## config.mk

```make
export PLATFORM = sky130hd
export DESIGN_NAME = dt_stack_seq
export DESIGN_NICKNAME = d
export VERILOG_FILES = /design/src/rtl/dt_stack_seq.sv
export SDC_FILE = /design/constraint.sdc
export NUM_CORES = 1
export LEC_CHECK = 0
export BUFFER_PORTS_ARGS = -buffer_cell sky130_fd_sc_hd__buf_4
export CORE_MARGIN = 4
export CORE_UTILIZATION = 35
export CTS_CLUSTER_DIAMETER = 120
export DETAILED_ROUTE_END_ITERATION = 7
export SETUP_SLACK_MARGIN = 0.1
export SLEW_MARGIN = 5
export SYNTH_ARGS = -nofsm -noshare
export SYNTH_HDL_FRONTEND = slang
export SYNTH_SLANG_ARGS = --single-unit
```

## constraint.sdc

```tcl
create_clock -name Clock -period 5.7 [get_ports Clock]
set_input_delay 0.285 -clock Clock [delete_from_list [all_inputs] [get_ports Clock]]
set_output_delay 0.285 -clock Clock [all_outputs]
set_load 0.05 [all_outputs]
```

## src/rtl/dt_stack_seq.sv

```systemverilog
// Request sequencer that drives a data-stack command/ack port and tracks its depth.
// Define DT_STACK_GUARD_EN to block PUSH-when-full / POP-when-empty and raise a sticky err.
module dt_stack_seq #(
   parameter int DATA_W = 32,
   parameter int DEPTH  = 16,
   parameter int CNT_W  = 5
) (
   input  logic              Clock,
   input  logic              Reset,
   input  logic              req_valid,
   output logic              req_ready,
   input  logic [1:0]        req_op,
   input  logic [1:0]        req_cnt,
   input  logic [DATA_W-1:0] req_data,
   output logic [1:0]        dt_cmd,
   output logic [DATA_W-1:0] dt_data,
   input  logic              dt_ack,
   output logic [CNT_W-1:0]  dt_depth,
   output logic              dt_empty,
   output logic              dt_full,
   output logic              done,
   output logic              err
);

   typedef enum logic [1:0] {IDLE, ISSUE, GAP, DONE} state_t;
   typedef enum logic [1:0] {
      CMD_NON = 2'd0,
      CMD_PUS = 2'd1,
      CMD_POP = 2'd2,
      CMD_CLR = 2'd3
   } cmd_t;

   localparam logic [CNT_W-1:0] DEPTH_MAX = CNT_W'(DEPTH);

   state_t              state;
   logic [1:0]          op_q;
   logic [1:0]          cnt_q;
   logic [DATA_W-1:0]   data_q;
   logic [CNT_W-1:0]    depth;
   logic                guard_hit;

   assign req_ready = (state == IDLE);
   assign dt_depth  = depth;
   assign dt_empty  = (depth == '0);
   assign dt_full   = (depth == DEPTH_MAX);

   // Guard is evaluated for the op about to enter ISSUE: the new request from IDLE, or a POP repeat from GAP.
`ifdef DT_STACK_GUARD_EN
   logic [1:0] entry_op;
   assign entry_op  = (state == IDLE) ? req_op : op_q;
   assign guard_hit = (entry_op == CMD_PUS && dt_full) || (entry_op == CMD_POP && dt_empty);
`else
   assign guard_hit = 1'b0;
`endif

   always_ff @(posedge Clock) begin
      if (Reset) begin
         state   <= IDLE;
         op_q    <= '0;
         cnt_q   <= '0;
         data_q  <= '0;
         depth   <= '0;
         err     <= 1'b0;
         dt_cmd  <= CMD_NON;
         dt_data <= '0;
         done    <= 1'b0;
      end else begin
         done <= 1'b0;
         case (state)
            IDLE: begin
               if (req_valid) begin
                  op_q   <= req_op;
                  cnt_q  <= (req_cnt == 2'd0) ? 2'd1 : req_cnt;
                  data_q <= req_data;
                  if (req_op == CMD_NON) begin
                     state <= DONE;
                     done  <= 1'b1;
                  end else if (guard_hit) begin
                     err   <= 1'b1;
                     state <= DONE;
                     done  <= 1'b1;
                  end else begin
                     state   <= ISSUE;
                     dt_cmd  <= req_op;
                     dt_data <= (req_op == CMD_PUS) ? req_data : '0;
                  end
               end
            end
            ISSUE: begin
               if (dt_ack) begin
                  dt_cmd  <= CMD_NON;
                  dt_data <= '0;
                  case (op_q)
                     CMD_PUS: if (depth != DEPTH_MAX) depth <= depth + CNT_W'(1);
                     CMD_POP: if (depth != '0) depth <= depth - CNT_W'(1);
                     CMD_CLR: begin
                        depth <= '0;
                        err   <= 1'b0;
                     end
                     default: ;
                  endcase
                  if (op_q == CMD_POP && cnt_q > 2'd1) begin
                     cnt_q <= cnt_q - 2'd1;
                     state <= GAP;
                  end else begin
                     state <= DONE;
                     done  <= 1'b1;
                  end
               end
            end
            GAP: begin
               if (guard_hit) begin
                  err   <= 1'b1;
                  state <= DONE;
                  done  <= 1'b1;
               end else begin
                  state  <= ISSUE;
                  dt_cmd <= op_q;
               end
            end
            DONE: state <= IDLE;
            default: state <= IDLE;
         endcase
      end
   end

endmodule

```

# Yosys cells after proc, flatten, opt, wreduce, memory -nomap -nowiden
# Cells that the tools add are included.
# totals
register_bits	46
word_cells	68
in_bits	40
# classes
add_sub_neg	3
n_lt_le_gt_ge	1
mux	27
eq_ne	15
n_reduce_logical	15
# op_table
operator	count
$mux 32	4
$pmux 32 s2	1
$mux 2	10
$pmux 5 s3	1
$ne 2x2->1 const B	6
$reduce_and 4->1	3
$mux 5	2
$eq 2x2->1 const B	4
$pmux 2 s4	1
$eq 2x1->1 const B	3
$logic_not 2->1	3
$pmux 2 s3	1
$reduce_bool 3->1	2
$add 5x1->5 const B	1
$eq 5x5->1 const B	1
$logic_not 5->1	1
$mux 1	5
$ne 5x5->1 const B	1
$reduce_and 5->1	1
$reduce_bool 5->1	1
$sub 5x1->5 const B	1
$pmux 2 s2	1
$reduce_and 2->1	2
$gt 2x1->1 const B	1
other kinds (4)	4

# Depth between registers and ports, before layout
# Gate-level depths: netlist of the first run.
# depth
ltp_word	5
mapped_depth	8
mapped_depth_nobuf	7

# Worst setup path after synthesis of the first run
# No wires, ideal clock.
# synth_path
path_type	reg-to-reg
from	reg state[0]
to	reg cnt_q[0]
setup_slack_ns	3.548
arrival_ns	2.078
n_path_buf	1
path_stages_with_launch	8
setup_time_ns	0.074
cell_sequence	dfxtp_1 -> inv_1 -> ha_1 -> buf_6 -> nor2b_4 -> or2_4 -> or4_1 -> a31oi_1
# synth_between
elab_chain_len	3
elab_cells_between_ends	8
cone_classes	eq/ne: 4; mux: 1; reduce/logical: 3
# synth_lines
item	line_no	rtl
start: declaration	35	state_t state;
start signal: assignment	58	state <= IDLE;
start signal: assignment	76	state <= DONE;
start signal: assignment	80	state <= DONE;
$logic_not 2->1 *	n/a	
via req_ready	11	output logic req_ready,
$ne 2x2->1 (no line) or $reduce_bool 2->1 (tied branches)	n/a	
$reduce_and 4->1 (no line)	n/a	
end signal: assignment	73	cnt_q <= (req_cnt == 2'd0) ? 2'd1 : req_cnt;
end signal: assignment	103	cnt_q <= cnt_q - 2'd1;
end: declaration	37	logic [1:0] cnt_q;
# The timed path passes the listed nets; every way through them passes the cells marked *.
# A chain may end at the register's enable or synchronous reset.

# Final worst setup path of the first run
# layout_path
from	reg state[1]
to	reg dt_data[30]
# layout_between
elab_chain_len	3
elab_cells_between_ends	8
cone_classes	eq/ne: 4; mux: 1; reduce/logical: 3
# layout_lines
item	line_no	rtl
$eq 2x1->1 or $logic_not 2->1 (tied branches)	69	case (state)
$ne 2x2->1 (no line) or $reduce_bool 2->1 (tied branches)	n/a	
$reduce_and 4->1 (no line)	n/a	
end signal: assignment	85	dt_data <= (req_op == CMD_PUS) ? req_data : '0;
end: declaration	16	output logic [DATA_W-1:0] dt_data,
# Parallel ways exist; a longest one is shown, timed or not.

==> results.yml, run 1 <==
run_status:
  run_status: "finished, final reports clean"
cells_and_area:
  multi_input_area_mm2: 0.00112
  seq_area_um2: 921
  n_antenna_cell: 0
  area_growth_pct: 34.6
  stdcell_count: 413
  fin_nets: 384
  post-route-cell-area_mm2: 0.00291
  drive_gt1_share_pct: 29.6
  nFillCells: 595
clock_tree:
  cts.sinks: 46
  cts_made_buffers: 5
  clock_latency_ps: 290
  cts_setup_buffers: 0
  cts_tree: "built"
  root_buffer: "clkbuf_8"
  cts_resized: 0
  clkTransAtPathRegs_ps: 90
  clockBufferDepth: 2
  ctsHoldBuffers: 0
  ctsHtreeMaxLevel: 2
placed_design:
  gp_congestion: 0.795
  dpl.cell_count: 405
  io_buffers: 82
  hpwlAfterDp_um: 3950
  placed_area_mm2: 0.00280
timing:
  rsz0062_at_grt: "false"
  setup_viol: 0
  fin_crit_sh_pct: 44.2
  finalSetupTns_ps: 0
  tightest_slew_ps: 999
  slew_headroom_pct: 33.4
  min_period_ps: 2520
  whs_ps: 244
  report.final.slew_viol_count: 0
  timing.fmax_mhz: 397
  hold_viol_final: 0
  worst_clock_skew_ps: 8.83
power:
  finalPower_mw: 1.24
  power_leakage_nw: 1.17
  power.density_mw_per_mm2: 428
  irDropWorstVdd_mv: 0.216
worst_hold_path:
  min_path_type: "in2reg"
global_route:
  met1_usage_pct: 20.3
  use_met3_pct: 5.61
  grt.overflow.total: 0
  grt_pass1_vias: 1955
  use_met2_pct: 23.4
  grt_max_degree: 47
  antenna_found_initial: 0
  grt_pass1_wl_um: 9230
  grt.busiest_layer: "met2"
  grt_usage_pct: 15.2
yosys:
  async_flop_share_pct: 0
  synth_edf_count: 0
  ys_warn_count: 0
  synth_top_cell_by_area: "dfxtp_1"
  syn_nets: 311
  synth_seq_cells: 46
  yosys.cell_types.count: 44
  netlist_instances: 264
  synth_top_area_share_pct: 42.6
  synth-main-ff-cell: "dfxtp_1"
  syn_area_mm2: 0.00216
  ys_seq_area_share_pct: 42.6
  synthTopCellsByArea: "dfxtp_1 (43%), a21oi_1 (9.3%), nand3_1 (8.6%)"
  avgSynthCellArea_um2: 8.18
worst_setup_path:
  start_kind: "flip-flop"
  cp_max_fo: 32
  worstPathArrival_ps: 2750
  critPathRequiredTime_ps: 5930
  worstSetupEndpointType: "flip-flop"
  crit_type: "reg2reg"
die:
  dieWidth_um: 86.6
  rows: 28
  die_area_mm2: 0.00750
  pin_count: 84
  die_y_um: 86.6
  initial_core_util_pct: 36.3
  core-area_mm2: 0.00596
run:
  maxCapViolations: 0
drt:
  ant_nets: 0
  vias: 2074
  wire_per_inst_um: 13.8
  viasPerCell: 5.02
  postRouteWirelength_um: 5720
  drc: 0
  drtPass1Iterations: 4
  drt_iter0_drc: 89
## layout by cell type, fill, tap and decap left out, types with 2 or more instances in the layout
master      n
nand2b_1    3
a21oi_1    40
nand3_1    37
a21boi_0    2
nor2_1     14
ha_1        7
inv_1       9
a32o_1      2
nor4_1      2
buf_4      84
dfxtp_1    46
and2_1      2
mux2i_1     4
o221ai_1    2
o22ai_1     3
o2111ai_1   2
nand2_1    37
clkbuf_8    5
or2_2       3
xnor2_1     2
a31oi_1     2
a211oi_1    2
o21ai_0     4
nor2b_1     4
## path summary, 6_finish.rpt
kind	start	endpoint	slack, ps	depth (start not counted)
max	state[1]	dt_data[30]	3180	6
max reg2reg	state[1]	dt_data[30]	3180	6
min	req_data[18]	dt_data[18]	240	3
min reg2reg	dt_data[16]	dt_data[16]	460	2
## cells by family (layout without fill, tap and decap cells)
| kind of cell | after synthesis | in the layout | synth area share [%] |
|---|---|---|---|
| other | 1 | 1 | 0.174 |
| AOI/OAI and AO/OA | 66 | 66 | 19.5 |
| buffers and inverters | 27 | 101 | 5.85 |
| DFF | 46 | 46 | 42.6 |
| adders and majority gates | 7 | 7 | 4.05 |
| muxes | 4 | 4 | 1.85 |
| and+or+nand+nor | 111 | 111 | 25.1 |
| xor gates and xnor gates | 2 | 2 | 0.811 |
## synthesized netlist by cell type (2+ instances only)
cell type,number
a32o_1,2
a211oi_1,2
a31oi_1,2
nand3_1,37
buf_2,2
xnor2_1,2
nor2_1,14
nand2b_1,3
o221ai_1,2
a21oi_1,40
nand2_1,37
o2111ai_1,2
and2_1,2
ha_1,7
buf_1,2
clkbuf_1,9
nor4_1,2
dfxtp_1,46
mux2i_1,4
buf_4,4
nor2b_1,4
a21boi_0,2
inv_1,9
o22ai_1,3
or2_2,3
o21ai_0,4
## registers in the layout, indices dropped and copies added (netlist names)
signal    cells
cnt_q         2
done          1
dt_cmd        2
dt_depth      5
op_q          2
state         2
dt_data      32
## where the power goes
part	switching, mW	internal, mW
combinational	0.406	0.193
sequential	0.0362	0.368
clock	0.110	0.131
## stage by stage
stage | util (%) | worst slack [ps]
after floorplan | - | 3550
after global placement | 47.0 | 3260
after detailed placement | 47.0 | 3170
after CTS | 48.8 | 3140
after global routing | 48.8 | 2880
final | 48.8 | 3180
## metal layers
metal  wire length, um  vias to the layer above
li1                  -                     1066
met1              2580                      936
met2              2550                       66
met3               526                        6
met4                59                        0
met5                 0                        -
## layout make-up
class	count	area share, %
Inverter	9	1.16
Timing Repair Buffer	84	21.7
Sequential cell	46	31.7
Clock inverter	2	1.29
Multi-Input combinational cell	191	38.5
Tap cell	75	3.23
Clock buffer	6	2.50
## worst max-delay path, stage by stage (launching register included)
cell and delay [ps]:
dfxtp_1 360, inv_1 110, ha_1 400, nor2b_1 470, a2111o_1 820, nand2_1 130, a21oi_1 140
Power figures use the tool's default switching activity.
==> run 2, diff against run 1 <==
--- a/config.mk
+++ b/config.mk
@@ -5,6 +5,7 @@
 export SDC_FILE = /design/constraint.sdc
 export NUM_CORES = 1
 export LEC_CHECK = 0
+export ABC_AREA = 1
 export BUFFER_PORTS_ARGS = -buffer_cell sky130_fd_sc_hd__buf_4
 export CORE_MARGIN = 4
 export CORE_UTILIZATION = 35
==> constraint.sdc (replaced) <==
create_clock -name Clock -period 2.3 [get_ports Clock]
set_input_delay 0.115 -clock Clock [delete_from_list [all_inputs] [get_ports Clock]]
set_output_delay 0.115 -clock Clock [all_outputs]
set_load 0.05 [all_outputs]
==> results.yml, run 2 <==
run_status:
  run_status: "finished, final reports clean"
run:
  maxCapViolations: 0
yosys:
  ys_seq_area_share_pct: 41.4
  synth_top_cell_by_area: "dfxtp_1"
  synth_edf_count: 0
  async_flop_share_pct: 0
  synth_most_common_cell: "nand2_1"
  syn_area_mm2: 0.00222
  synth_seq_cells: 46
  yosys.cell_types.count: 28
  synth-main-ff-cell: "dfxtp_1"
  synthTopCellsByArea: "dfxtp_1 (41%), nand2_1 (12%), a21oi_1 (7.4%)"
  ys_warn_count: 0
  netlist_instances: 296
  ys_top_cells_by_count: "nand2_1 (72), dfxtp_1 (46), a21oi_1 (33)"
  syn_nets: 343
  synth_top_area_share_pct: 41.4
  avgSynthCellArea_um2: 7.51
cells_and_area:
  area_growth_pct: 33.7
  fin_nets: 419
  nFillCells: 603
  final_common_cell: "buf_4"
  final_cell_mix: "buf_4 (84), nand2_1 (72), dfxtp_1 (46), a21oi_1 (33)"
  largest_reg_flops: 32
  n_antenna_cell: 0
  stdcell_count: 448
  finalCoreUtilization_pct: 49.3
  drive_gt1_share_pct: 32.4
  regMostFlops: "dt_data"
die:
  core-area_mm2: 0.00603
  die_y_um: 87.7
  die_area_mm2: 0.00769
  initial_core_util_pct: 36.9
  rows: 28
  dieWidth_um: 87.7
  pin_count: 84
placed_design:
  gp_congestion: 0.797
  hpwlAfterDp_um: 4080
  dpl.cell_count: 440
  io_buffers: 82
timing:
  timing.fmax_mhz: 533
  setup_viol: 0
  min_period_ps: 1870
  hold_viol_final: 0
  fin_crit_sh_pct: 81.5
  worst_clock_skew_ps: 7.97
  finalSetupTns_ps: 0
  rsz0062_at_grt: "false"
  report.final.slew_viol_count: 0
worst_hold_path:
  min_path_type: "in2reg"
power:
  power_leakage_nw: 1.32
  power.density_mw_per_mm2: 1060
  finalPower_mw: 3.14
  irDropWorstVdd_mv: 0.672
global_route:
  grt_max_degree: 40
  antenna_found_initial: 0
  grt_pass1_wl_um: 9240
  grt_usage_pct: 15.0
  grt_pass1_vias: 2035
  grt.overflow.total: 0
worst_setup_path:
  worstPathArrival_ps: 2110
  crit_chain: "inv_1, ha_1, inv_2, nor2_1, inv_2, nand3_2, buf_4, nand2_1, a21oi_2"
  start_kind: "flip-flop"
  startpoint: "state[1]"
  critPathRequiredTime_ps: 2540
  critPathSlowestCell: "ha_1"
  cp_max_fo: 32
  critPathMaxStageDelay_ps: 410
  worst-path-stages: 9
  reg2reg_to: "dt_data[8]"
  crit_path_frequent_cell: "inv_2"
  cp_top_family: "buffers and inverters"
  rr_worst_depth: 9
  crit_buf_inv: 4
  rrSetupSlack_ps: 430
  r2r-start: "state[1]"
  crit_type: "reg2reg"
  worstSetupEndpointType: "flip-flop"
  worstSetupEndpoint: "dt_data[8]"
drt:
  ant_nets: 0
  drtPass1Iterations: 4
  viasPerCell: 4.75
  drc: 0
  postRouteWirelength_um: 5740
  vias: 2128
  drt_iter0_drc: 95
  wire_per_inst_um: 12.8
clock_tree:
  ctsHtreeMaxLevel: 2
  root_buffer: "clkbuf_8"
  cts_tree: "built"
  cts.sinks: 46
  cts_resized: 0
  clkTransAtPathRegs_ps: 90
  ctsHoldBuffers: 0
  cts_setup_buffers: 0
  clock_latency_ps: 300
  clockBufferDepth: 2
  cts_made_buffers: 5
[run 2: per-stage QoR]
stage,worst slack [ps],cell area [um2],hold slack (ps)
finish,425,2970,52.2
global route,189,2970,57.6
CTS,193,2970,47.9
detailed placement,205,2860,381
global placement,280,2860,361
floorplan,552,2220,258
[run 2: area by class of cell]
class                      instances  area, um2  area share [%]
clock buffer                       5       68.8            2.32
tap                               75       93.8            3.16
multi-input combinational        204       1090            36.8
timing repair buffer              84        631            21.2
clock inverter                     3       45.0            1.52
inverter                          31        119            4.00
sequential                        46        921            31.0
[run 2: worst min path at each step]
stage | start | end | slack, ps | cells after the start
2_1_floorplan | req_data[10] | dt_data[10] | 260 | 2
3_3_place_gp | req_data[1] | dt_data[1] | 360 | 3
3_5_place_dp | req_data[1] | dt_data[1] | 380 | 3
4_1_cts | req_data[1] | dt_data[1] | 50 | 3
5_1_grt | req_data[2] | dt_data[2] | 60 | 3
6_report | req_data[1] | dt_data[1] | 50 | 3
[run 2: per-layer routing]
layer / share of wire (%) / wire (um) / vias to the layer above / track usage, %
li1: - / - / 1115 / -
met1: 45 / 2590 / 949 / 18.2
met2: 44 / 2540 / 60 / 24.4
met3: 9.8 / 563 / 4 / 6.59
met4: 0.80 / 46 / 0 / 3.77
met5: 0 / 0 / - / 0
[run 2: power by group]
part	switching [mW]	internal [mW]
sequential	0.0818	0.922
combinational	1.08	0.443
clock	0.292	0.324
total	1.46	1.69
[run 2: logic make-up after synthesis]
| kind of cell | after synthesis | share of synthesized area (%) |
|---|---|---|
| AO/OA/AOI/OAI | 61 | 16.0 |
| AND/OR/NAND/NOR | 133 | 28.0 |
| adder cells (fa/ha/maj) | 7 | 3.94 |
| buffers and inverters | 46 | 9.68 |
| XOR/XNOR | 2 | 0.788 |
| flip-flops | 46 | 41.4 |
| other | 1 | 0.169 |
[run 2: worst register-to-register path, delay by kind of cell (launching register included)]
family	cells	cell delay [ps]
fa+ha+maj	1	410
compound gates	1	140
flops	1	330
buf+inv	4	590
simple gates	3	340
